$ cat config.mk
export PLATFORM = sky130hd
export DESIGN_NAME = wb_pia_arb_flat
export DESIGN_NICKNAME = d
export VERILOG_FILES = /design/src/rtl/wb_pia_arb_if.sv /design/src/rtl/wb_pia_arb.sv /design/src/flat_wrapper.sv
export SDC_FILE = /design/constraint.sdc
export NUM_CORES = 1
export LEC_CHECK = 0
export BUFFER_PORTS_ARGS = -buffer_cell sky130_fd_sc_hd__buf_2
export CORE_MARGIN = 10
export CORE_UTILIZATION = 42
export DETAILED_ROUTE_END_ITERATION = 8
export GPL_TIMING_DRIVEN = 0
export MAX_ROUTING_LAYER = met4
export PLACE_DENSITY_LB_ADDON = 0.12
export SKIP_LAST_GASP = 1
export SYNTH_ARGS = -nofsm -noshare
export SYNTH_HDL_FRONTEND = slang
export SYNTH_SLANG_ARGS = --single-unit
$ cat constraint.sdc
create_clock -name clk_i -period 1.7 [get_ports clk_i]
set_input_delay 0.17 -clock clk_i [delete_from_list [all_inputs] [get_ports clk_i]]
set_output_delay 0.17 -clock clk_i [all_outputs]
set_load 0.01 [all_outputs]
$ cat src/rtl/wb_pia_arb_if.sv
// Bus bundle for wb_pia_arb: the CPU requester (m0), the host/debug
// requester (m1), the shared PIA slave port (s_*) and the grant indicator.
interface wb_pia_arb_if #(
  parameter int ADR_W = 7,
  parameter int DAT_W = 8
);
  logic             m0_stb_i;
  logic             m0_we_i;
  logic [ADR_W-1:0] m0_adr_i;
  logic [DAT_W-1:0] m0_dat_i;
  logic             m0_ack_o;
  logic             m0_err_o;
  logic [DAT_W-1:0] m0_dat_o;

  logic             m1_stb_i;
  logic             m1_we_i;
  logic [ADR_W-1:0] m1_adr_i;
  logic [DAT_W-1:0] m1_dat_i;
  logic             m1_ack_o;
  logic             m1_err_o;
  logic [DAT_W-1:0] m1_dat_o;

  logic             s_stb_o;
  logic             s_we_o;
  logic [ADR_W-1:0] s_adr_o;
  logic [DAT_W-1:0] s_dat_o;
  logic             s_ack_i;
  logic [DAT_W-1:0] s_dat_i;

  logic [1:0]       grant_o;

  // Arbiter side: answers both requesters and masters the PIA slave port.
  modport master (
    input  m0_stb_i, m0_we_i, m0_adr_i, m0_dat_i,
    output m0_ack_o, m0_err_o, m0_dat_o,
    input  m1_stb_i, m1_we_i, m1_adr_i, m1_dat_i,
    output m1_ack_o, m1_err_o, m1_dat_o,
    output s_stb_o, s_we_o, s_adr_o, s_dat_o,
    input  s_ack_i, s_dat_i,
    output grant_o
  );

  // Environment side: the two requesters and the PIA itself.
  modport slave (
    output m0_stb_i, m0_we_i, m0_adr_i, m0_dat_i,
    input  m0_ack_o, m0_err_o, m0_dat_o,
    output m1_stb_i, m1_we_i, m1_adr_i, m1_dat_i,
    input  m1_ack_o, m1_err_o, m1_dat_o,
    input  s_stb_o, s_we_o, s_adr_o, s_dat_o,
    output s_ack_i, s_dat_i,
    input  grant_o
  );
endinterface

$ cat src/rtl/wb_pia_arb.sv
// wb_pia_arb: two-master round-robin Wishbone arbiter in front of the PIA.
// One transaction per grant, registered slave request, watchdog error.
// Optional macro PIA_ARB_LOCK_EN adds m1_lock_i, letting the host keep the
// bus across back-to-back transactions (atomic timer programming).
module wb_pia_arb #(
  parameter int ADR_W   = 7,
  parameter int DAT_W   = 8,
  parameter int TIMEOUT = 16
) (
  input  logic clk_i,
  input  logic rst_ni,
`ifdef PIA_ARB_LOCK_EN
  input  logic m1_lock_i,
`endif
  wb_pia_arb_if.master bus
);

  typedef enum logic [1:0] {
    IDLE    = 2'd0,
    BUSY    = 2'd1,
    RELEASE = 2'd2
  } state_t;

  // Counter value on which a still-unacknowledged cycle is abandoned.
  localparam logic [7:0] CNT_LAST = 8'(TIMEOUT - 1);

  state_t           state_reg, state_next;
  logic             last_reg, last_next;   // index of the last granted master = current owner
  logic [7:0]       cnt_reg, cnt_next;
  logic             s_stb_reg, s_stb_next;
  logic             s_we_reg, s_we_next;
  logic [ADR_W-1:0] s_adr_reg, s_adr_next;
  logic [DAT_W-1:0] s_dat_reg, s_dat_next;
  logic [1:0]       grant_reg, grant_next;
  logic             pick;                  // master chosen in IDLE
  logic             fin_ack;               // owner's cycle ends with an ack this edge
  logic             fin_err;               // owner's cycle ends with a timeout this edge

  logic             ack_reg [2];
  logic             err_reg [2];
  logic [DAT_W-1:0] dat_reg [2];

`ifdef PIA_ARB_LOCK_EN
  logic             lock_reg, lock_next;
`endif

  // Next-state, arbitration and slave-request decode.
  always_comb begin
    state_next = state_reg;
    last_next  = last_reg;
    cnt_next   = cnt_reg;
    s_stb_next = s_stb_reg;
    s_we_next  = s_we_reg;
    s_adr_next = s_adr_reg;
    s_dat_next = s_dat_reg;
    grant_next = grant_reg;
    pick       = 1'b0;
    fin_ack    = 1'b0;
    fin_err    = 1'b0;
`ifdef PIA_ARB_LOCK_EN
    lock_next  = lock_reg;
`endif
    case (state_reg)
      IDLE: begin
        // A lone requester wins; on a tie the master not served last wins.
        pick = bus.m1_stb_i && (!bus.m0_stb_i || !last_reg);
`ifdef PIA_ARB_LOCK_EN
        // A held lock keeps m1 on the bus while it asks for it and keeps
        // requesting; otherwise the lock falls away and round-robin resumes.
        if (lock_reg) begin
          if (m1_lock_i && bus.m1_stb_i) begin
            pick = 1'b1;
          end else begin
            lock_next = 1'b0;
          end
        end
`endif
        if (bus.m0_stb_i || bus.m1_stb_i) begin
          state_next = BUSY;
          s_stb_next = 1'b1;
          s_we_next  = pick ? bus.m1_we_i  : bus.m0_we_i;
          s_adr_next = pick ? bus.m1_adr_i : bus.m0_adr_i;
          s_dat_next = pick ? bus.m1_dat_i : bus.m0_dat_i;
          grant_next = pick ? 2'b10 : 2'b01;
          last_next  = pick;
          cnt_next   = '0;
        end
      end
      BUSY: begin
        // Ack beats a timeout landing on the same edge.
        if (bus.s_ack_i) begin
          fin_ack    = 1'b1;
          s_stb_next = 1'b0;
          state_next = RELEASE;
        end else if (cnt_reg == CNT_LAST) begin
          fin_err    = 1'b1;
          s_stb_next = 1'b0;
          state_next = RELEASE;
        end else begin
          cnt_next = cnt_reg + 8'd1;
        end
      end
      RELEASE: begin
        // One dead cycle swallows the owner's lingering stb and the
        // slave's trailing registered ack.
        state_next = IDLE;
        grant_next = 2'b00;
`ifdef PIA_ARB_LOCK_EN
        if (last_reg && m1_lock_i) begin
          lock_next = 1'b1;
        end
`endif
      end
      default: begin
        state_next = IDLE;
      end
    endcase
  end

  // Arbiter state and registered slave-side request.
  always_ff @(posedge clk_i) begin
    if (!rst_ni) begin
      state_reg <= IDLE;
      last_reg  <= 1'b1;
      cnt_reg   <= '0;
      s_stb_reg <= 1'b0;
      s_we_reg  <= 1'b0;
      s_adr_reg <= '0;
      s_dat_reg <= '0;
      grant_reg <= 2'b00;
    end else begin
      state_reg <= state_next;
      last_reg  <= last_next;
      cnt_reg   <= cnt_next;
      s_stb_reg <= s_stb_next;
      s_we_reg  <= s_we_next;
      s_adr_reg <= s_adr_next;
      s_dat_reg <= s_dat_next;
      grant_reg <= grant_next;
    end
  end

`ifdef PIA_ARB_LOCK_EN
  // Host bus lock, held across m1 transactions.
  always_ff @(posedge clk_i) begin
    if (!rst_ni) begin
      lock_reg <= 1'b0;
    end else begin
      lock_reg <= lock_next;
    end
  end
`endif

  for (genvar gi = 0; gi < 2; gi++) begin : g_resp
    // Per-master ack/err pulses and read-data capture, owner only.
    always_ff @(posedge clk_i) begin
      if (!rst_ni) begin
        ack_reg[gi] <= 1'b0;
        err_reg[gi] <= 1'b0;
        dat_reg[gi] <= '0;
      end else begin
        ack_reg[gi] <= fin_ack && (last_reg == 1'(gi));
        err_reg[gi] <= fin_err && (last_reg == 1'(gi));
        if (fin_ack && !s_we_reg && (last_reg == 1'(gi))) begin
          dat_reg[gi] <= bus.s_dat_i;
        end
      end
    end
  end

  assign bus.m0_ack_o = ack_reg[0];
  assign bus.m0_err_o = err_reg[0];
  assign bus.m0_dat_o = dat_reg[0];
  assign bus.m1_ack_o = ack_reg[1];
  assign bus.m1_err_o = err_reg[1];
  assign bus.m1_dat_o = dat_reg[1];
  assign bus.s_stb_o  = s_stb_reg;
  assign bus.s_we_o   = s_we_reg;
  assign bus.s_adr_o  = s_adr_reg;
  assign bus.s_dat_o  = s_dat_reg;
  assign bus.grant_o  = grant_reg;

endmodule
$ cat src/flat_wrapper.sv
// flat-port wrapper written by rule: the top's interface ports become plain ports
module wb_pia_arb_flat 
#(
  parameter int ADR_W   = 7,
  parameter int DAT_W   = 8,
  parameter int TIMEOUT = 16
)
  (clk_i, rst_ni, bus_m0_stb_i, bus_m0_we_i, bus_m0_adr_i, bus_m0_dat_i, bus_m0_ack_o, bus_m0_err_o, bus_m0_dat_o, bus_m1_stb_i, bus_m1_we_i, bus_m1_adr_i, bus_m1_dat_i, bus_m1_ack_o, bus_m1_err_o, bus_m1_dat_o, bus_s_stb_o, bus_s_we_o, bus_s_adr_o, bus_s_dat_o, bus_s_ack_i, bus_s_dat_i, bus_grant_o);
  wb_pia_arb_if #(.ADR_W(ADR_W), .DAT_W(DAT_W)) bus_i ();
  input  logic clk_i;
  input  logic rst_ni;
  input wire logic [$bits(bus_i.m0_stb_i)-1:0] bus_m0_stb_i;
  input wire logic [$bits(bus_i.m0_we_i)-1:0] bus_m0_we_i;
  input wire logic [$bits(bus_i.m0_adr_i)-1:0] bus_m0_adr_i;
  input wire logic [$bits(bus_i.m0_dat_i)-1:0] bus_m0_dat_i;
  output wire logic [$bits(bus_i.m0_ack_o)-1:0] bus_m0_ack_o;
  output wire logic [$bits(bus_i.m0_err_o)-1:0] bus_m0_err_o;
  output wire logic [$bits(bus_i.m0_dat_o)-1:0] bus_m0_dat_o;
  input wire logic [$bits(bus_i.m1_stb_i)-1:0] bus_m1_stb_i;
  input wire logic [$bits(bus_i.m1_we_i)-1:0] bus_m1_we_i;
  input wire logic [$bits(bus_i.m1_adr_i)-1:0] bus_m1_adr_i;
  input wire logic [$bits(bus_i.m1_dat_i)-1:0] bus_m1_dat_i;
  output wire logic [$bits(bus_i.m1_ack_o)-1:0] bus_m1_ack_o;
  output wire logic [$bits(bus_i.m1_err_o)-1:0] bus_m1_err_o;
  output wire logic [$bits(bus_i.m1_dat_o)-1:0] bus_m1_dat_o;
  output wire logic [$bits(bus_i.s_stb_o)-1:0] bus_s_stb_o;
  output wire logic [$bits(bus_i.s_we_o)-1:0] bus_s_we_o;
  output wire logic [$bits(bus_i.s_adr_o)-1:0] bus_s_adr_o;
  output wire logic [$bits(bus_i.s_dat_o)-1:0] bus_s_dat_o;
  input wire logic [$bits(bus_i.s_ack_i)-1:0] bus_s_ack_i;
  input wire logic [$bits(bus_i.s_dat_i)-1:0] bus_s_dat_i;
  output wire logic [$bits(bus_i.grant_o)-1:0] bus_grant_o;
  assign bus_i.m0_stb_i = bus_m0_stb_i;
  assign bus_i.m0_we_i = bus_m0_we_i;
  assign bus_i.m0_adr_i = bus_m0_adr_i;
  assign bus_i.m0_dat_i = bus_m0_dat_i;
  assign bus_m0_ack_o = bus_i.m0_ack_o;
  assign bus_m0_err_o = bus_i.m0_err_o;
  assign bus_m0_dat_o = bus_i.m0_dat_o;
  assign bus_i.m1_stb_i = bus_m1_stb_i;
  assign bus_i.m1_we_i = bus_m1_we_i;
  assign bus_i.m1_adr_i = bus_m1_adr_i;
  assign bus_i.m1_dat_i = bus_m1_dat_i;
  assign bus_m1_ack_o = bus_i.m1_ack_o;
  assign bus_m1_err_o = bus_i.m1_err_o;
  assign bus_m1_dat_o = bus_i.m1_dat_o;
  assign bus_s_stb_o = bus_i.s_stb_o;
  assign bus_s_we_o = bus_i.s_we_o;
  assign bus_s_adr_o = bus_i.s_adr_o;
  assign bus_s_dat_o = bus_i.s_dat_o;
  assign bus_i.s_ack_i = bus_s_ack_i;
  assign bus_i.s_dat_i = bus_s_dat_i;
  assign bus_grant_o = bus_i.grant_o;
  wb_pia_arb #(.ADR_W(ADR_W), .DAT_W(DAT_W), .TIMEOUT(TIMEOUT)) u_core (.clk_i(clk_i), .rst_ni(rst_ni), .bus(bus_i));
endmodule
==> flow_summary.ini <==
[floorplan]
die_area_mm2 = 0.00792
start_util = 0.429
die_w_um = 89.0
die_h_um = 89.0
io_pins = 84
std_cell_rows = 25
core_area_mm2 = 0.00466

[grt]
grt_use_total = 0.146
grt_pass1_wl_um = 8820
grt_max_degree = 18
antenna_found_initial = 0
grt_pass1_vias = 1920
grt-ovfl-total = 0

[pwr]
combPwrFrac = 0.180
max-vdd-ir-drop_mv = 0.554
clock_power_share = 0.284
seqPwrFrac = 0.536
power_switching_mw = 0.718
total_power_mw = 2.53
p_sw_frac = 0.284
power.density_mw_per_mm2 = 941
leakage_nw = 1.20
p_int_mw = 1.81

[clocking]
clk_pin_slew_worst_paths_ns = 0.09
cts_sinks = 50
h-tree-depth = 2
cts_buffer_depth = 2
postCtsHoldBufs = 0
cts_tree = built
clock_latency_ns = 0.31
cts_inserted_buffers = 5
root_buffer = clkbuf_8

[layout]
nNetsFinal = 330
stdcell_area_mm2 = 0.00269
syn_to_final_growth_pct = 34.4
largest_reg_flops = 16
drive_gt1_frac = 0.418
insertedDiodeCount = 0
fin_util = 0.577

[placement]
placed_cell_area_mm2 = 0.00248
gp_congestion = 0.864
io_buffers = 82
hpwl_um = 4130
dp_slack_ns = -0.450

[yosys]
synth_edf_count = 16
netlist_instances = 190
ys.warnings.count = 0
synth_cell_types = 40
synth_area_mm2 = 0.00200
syn_nets = 236
synth_seq_area_share = 0.581
synth-main-ff-cell = dfxtp_1
ys_seq_elements = 50
synth-async-reset-ratio = 0
postSynthAreaPerCell_um2 = 10.5

[detailed_routing]
wire_per_inst_um = 16.4
vias = 1840
wirelength_um = 5570
drtAntennaViolNets = 0
avgViaCountPerCell = 5.43
drtIter0Drc = 93
dr.pass1.iters = 5
drc = 0

[setup_path]
r2r_cells = 6
setup.worst_path.class = reg2reg
critPathLaunchType = flip-flop
critPathCaptureType = flip-flop
worstPathArrival_ns = 1.79
r2r_setup_slack_ns = 0.10
crit_chain = buf_4, nor2_1, o21ai_1, buf_2, a222oi_1, nor2_1
slowest_stage = dfxtp_4
cp.required_ns = 1.89
crit_family = compound AO/OA/AOI/OAI gates
path_buf_inv = 2
worst-path-max-fanout = 10
crit_cells = 6
critPathMaxStageDelay_ns = 0.37
cpMostUsedCell = nor2_1

[sta]
hold_viol = 0
rsz0062_at_grt = true
max_freq_mhz = 626
post-route-min-period_ns = 1.60
period_share = 0.939
tns_ns = 0
clock_skew_ns = 0.00894
slew_violations = 0
layout_setup_ws_ns = 0.103
max_slew.worst_pin.slew_ns = 0.451
setup_violations = 0
relSlewSlack = 0.699

[flow_run]
cap_violations = 0

[hold_path]
hp-class = in2reg
whs_path_depth = 3

[outcome]
status = complete, no violations
-- worst paths after layout --
path,from,endpoint
min reg2reg,u_core.last_reg,u_core.err_reg[0]
max reg2reg,u_core.state_reg[1],u_core.bus.s_adr_o[4]
max,u_core.state_reg[1],u_core.bus.s_adr_o[4]
min,bus_m0_dat_i[5],u_core.bus.s_dat_o[5]
-- through the flow --
stage	cells	hold WS, ns
2_1_floorplan	190	0.249
3_3_place_gp	326	0.408
3_5_place_dp	326	0.420
4_1_cts	340	0.0856
5_1_grt	339	0.0926
6_report	339	0.0958
-- cells by family (layout without fill, tap and decap cells) --
logic type                 Yosys count  in the layout  share of synthesized area
and+or+nand+nor                     81             81                      0.210
DFF                                 50             50                      0.581
AOI/OAI and AO/OA                   44             44                      0.170
buffers and inverters               13            108                     0.0288
adders and majority gates            1              1                    0.00626
muxes                                1              1                    0.00501
-- worst register-to-register path, delay by kind of cell, from the launching register on --
kind                   cells  cell delay (ns)
AND/OR/NAND/NOR            2             0.18
flip-flops                 1             0.37
buffers and inverters      2             0.38
AO/OA/AOI/OAI              2             0.54
-- synthesized netlist by cell type, types with 2 or more instances --
library cell	instances	area [um^2]
and3_1	3	18.8
o22ai_1	2	12.5
a222oi_1	16	160
a21oi_1	8	40.0
o21ai_0	3	15.0
dfxtp_1	34	681
a31oi_1	2	12.5
nor3_1	4	20.0
clkbuf_1	7	26.3
o21a_1	3	22.5
a21o_1	2	15.0
and2_1	17	106
nor4_1	3	18.8
inv_1	3	11.3
nand3_1	10	50.1
edfxtp_1	16	480
nor2_1	25	93.8
nand2_1	9	33.8
nand4_1	2	12.5
-- layout by cell type (no fill, tap or decap), types with 3 or more instances in the layout --
| cell type | instances |
|---|---|
| nand3_1 | 10 |
| clkbuf_8 | 5 |
| dfxtp_1 | 29 |
| edfxtp_1 | 16 |
| dfxtp_4 | 3 |
| a21oi_1 | 7 |
| and2_1 | 17 |
| nor4_1 | 3 |
| buf_2 | 85 |
| nor3_1 | 4 |
| o21a_1 | 3 |
| nor2_1 | 25 |
| inv_1 | 3 |
| nand2_1 | 8 |
| a222oi_1 | 16 |
| clkbuf_1 | 3 |
| o21ai_0 | 3 |
| buf_4 | 6 |
-- what timing repair did --
| action | 4_1_cts | 5_1_grt |
|---|---|---|
| pin swaps | 3 | 4 |
| endpoints found under the setup margin | 50 | 40 |
| resized for setup | 14 | 14 |
| hold endpoints to repair | 0 | 0 |
| buffers inserted | 6 | 1 |
-- metal layers --
| metal | GRT usage | vias up | wire length [um] | part of all wire |
|---|---|---|---|---|
| met3 | 0.0465 | 9 | 433 | 0.078 |
| met4 | 0.0636 | 0 | 102 | 0.018 |
| met2 | 0.232 | 71 | 2450 | 0.44 |
| met1 | 0.166 | 850 | 2580 | 0.46 |
| met5 | - | - | 0 | 0 |
| li1 | - | 910 | - | - |
-- cell type report --
class / count / area, um^2
fillers: 413 / 1970
flip-flops and latches: 50 / 1170
multi-input cells: 127 / 832
repair buffers: 89 / 470
clock buffers: 5 / 68.8
well taps: 54 / 67.6
plain buffers: 7 / 33.8
clock inverters: 3 / 25.0
inverters: 4 / 15.0
-- power by group through the flow --
| stage | Clock (mW) | Sequential [mW] | Combinational, mW |
|---|---|---|---|
| 2_1_floorplan | 0 | 1.42 | 0.199 |
| 3_3_place_gp | 0 | 1.38 | 0.418 |
| 3_5_place_dp | 0 | 1.38 | 0.422 |
| 4_1_cts | 0.731 | 1.36 | 0.454 |
| 5_1_grt | 0.773 | 1.37 | 0.508 |
| 6_report | 0.717 | 1.36 | 0.455 |
Power figures use the tool's default switching activity.
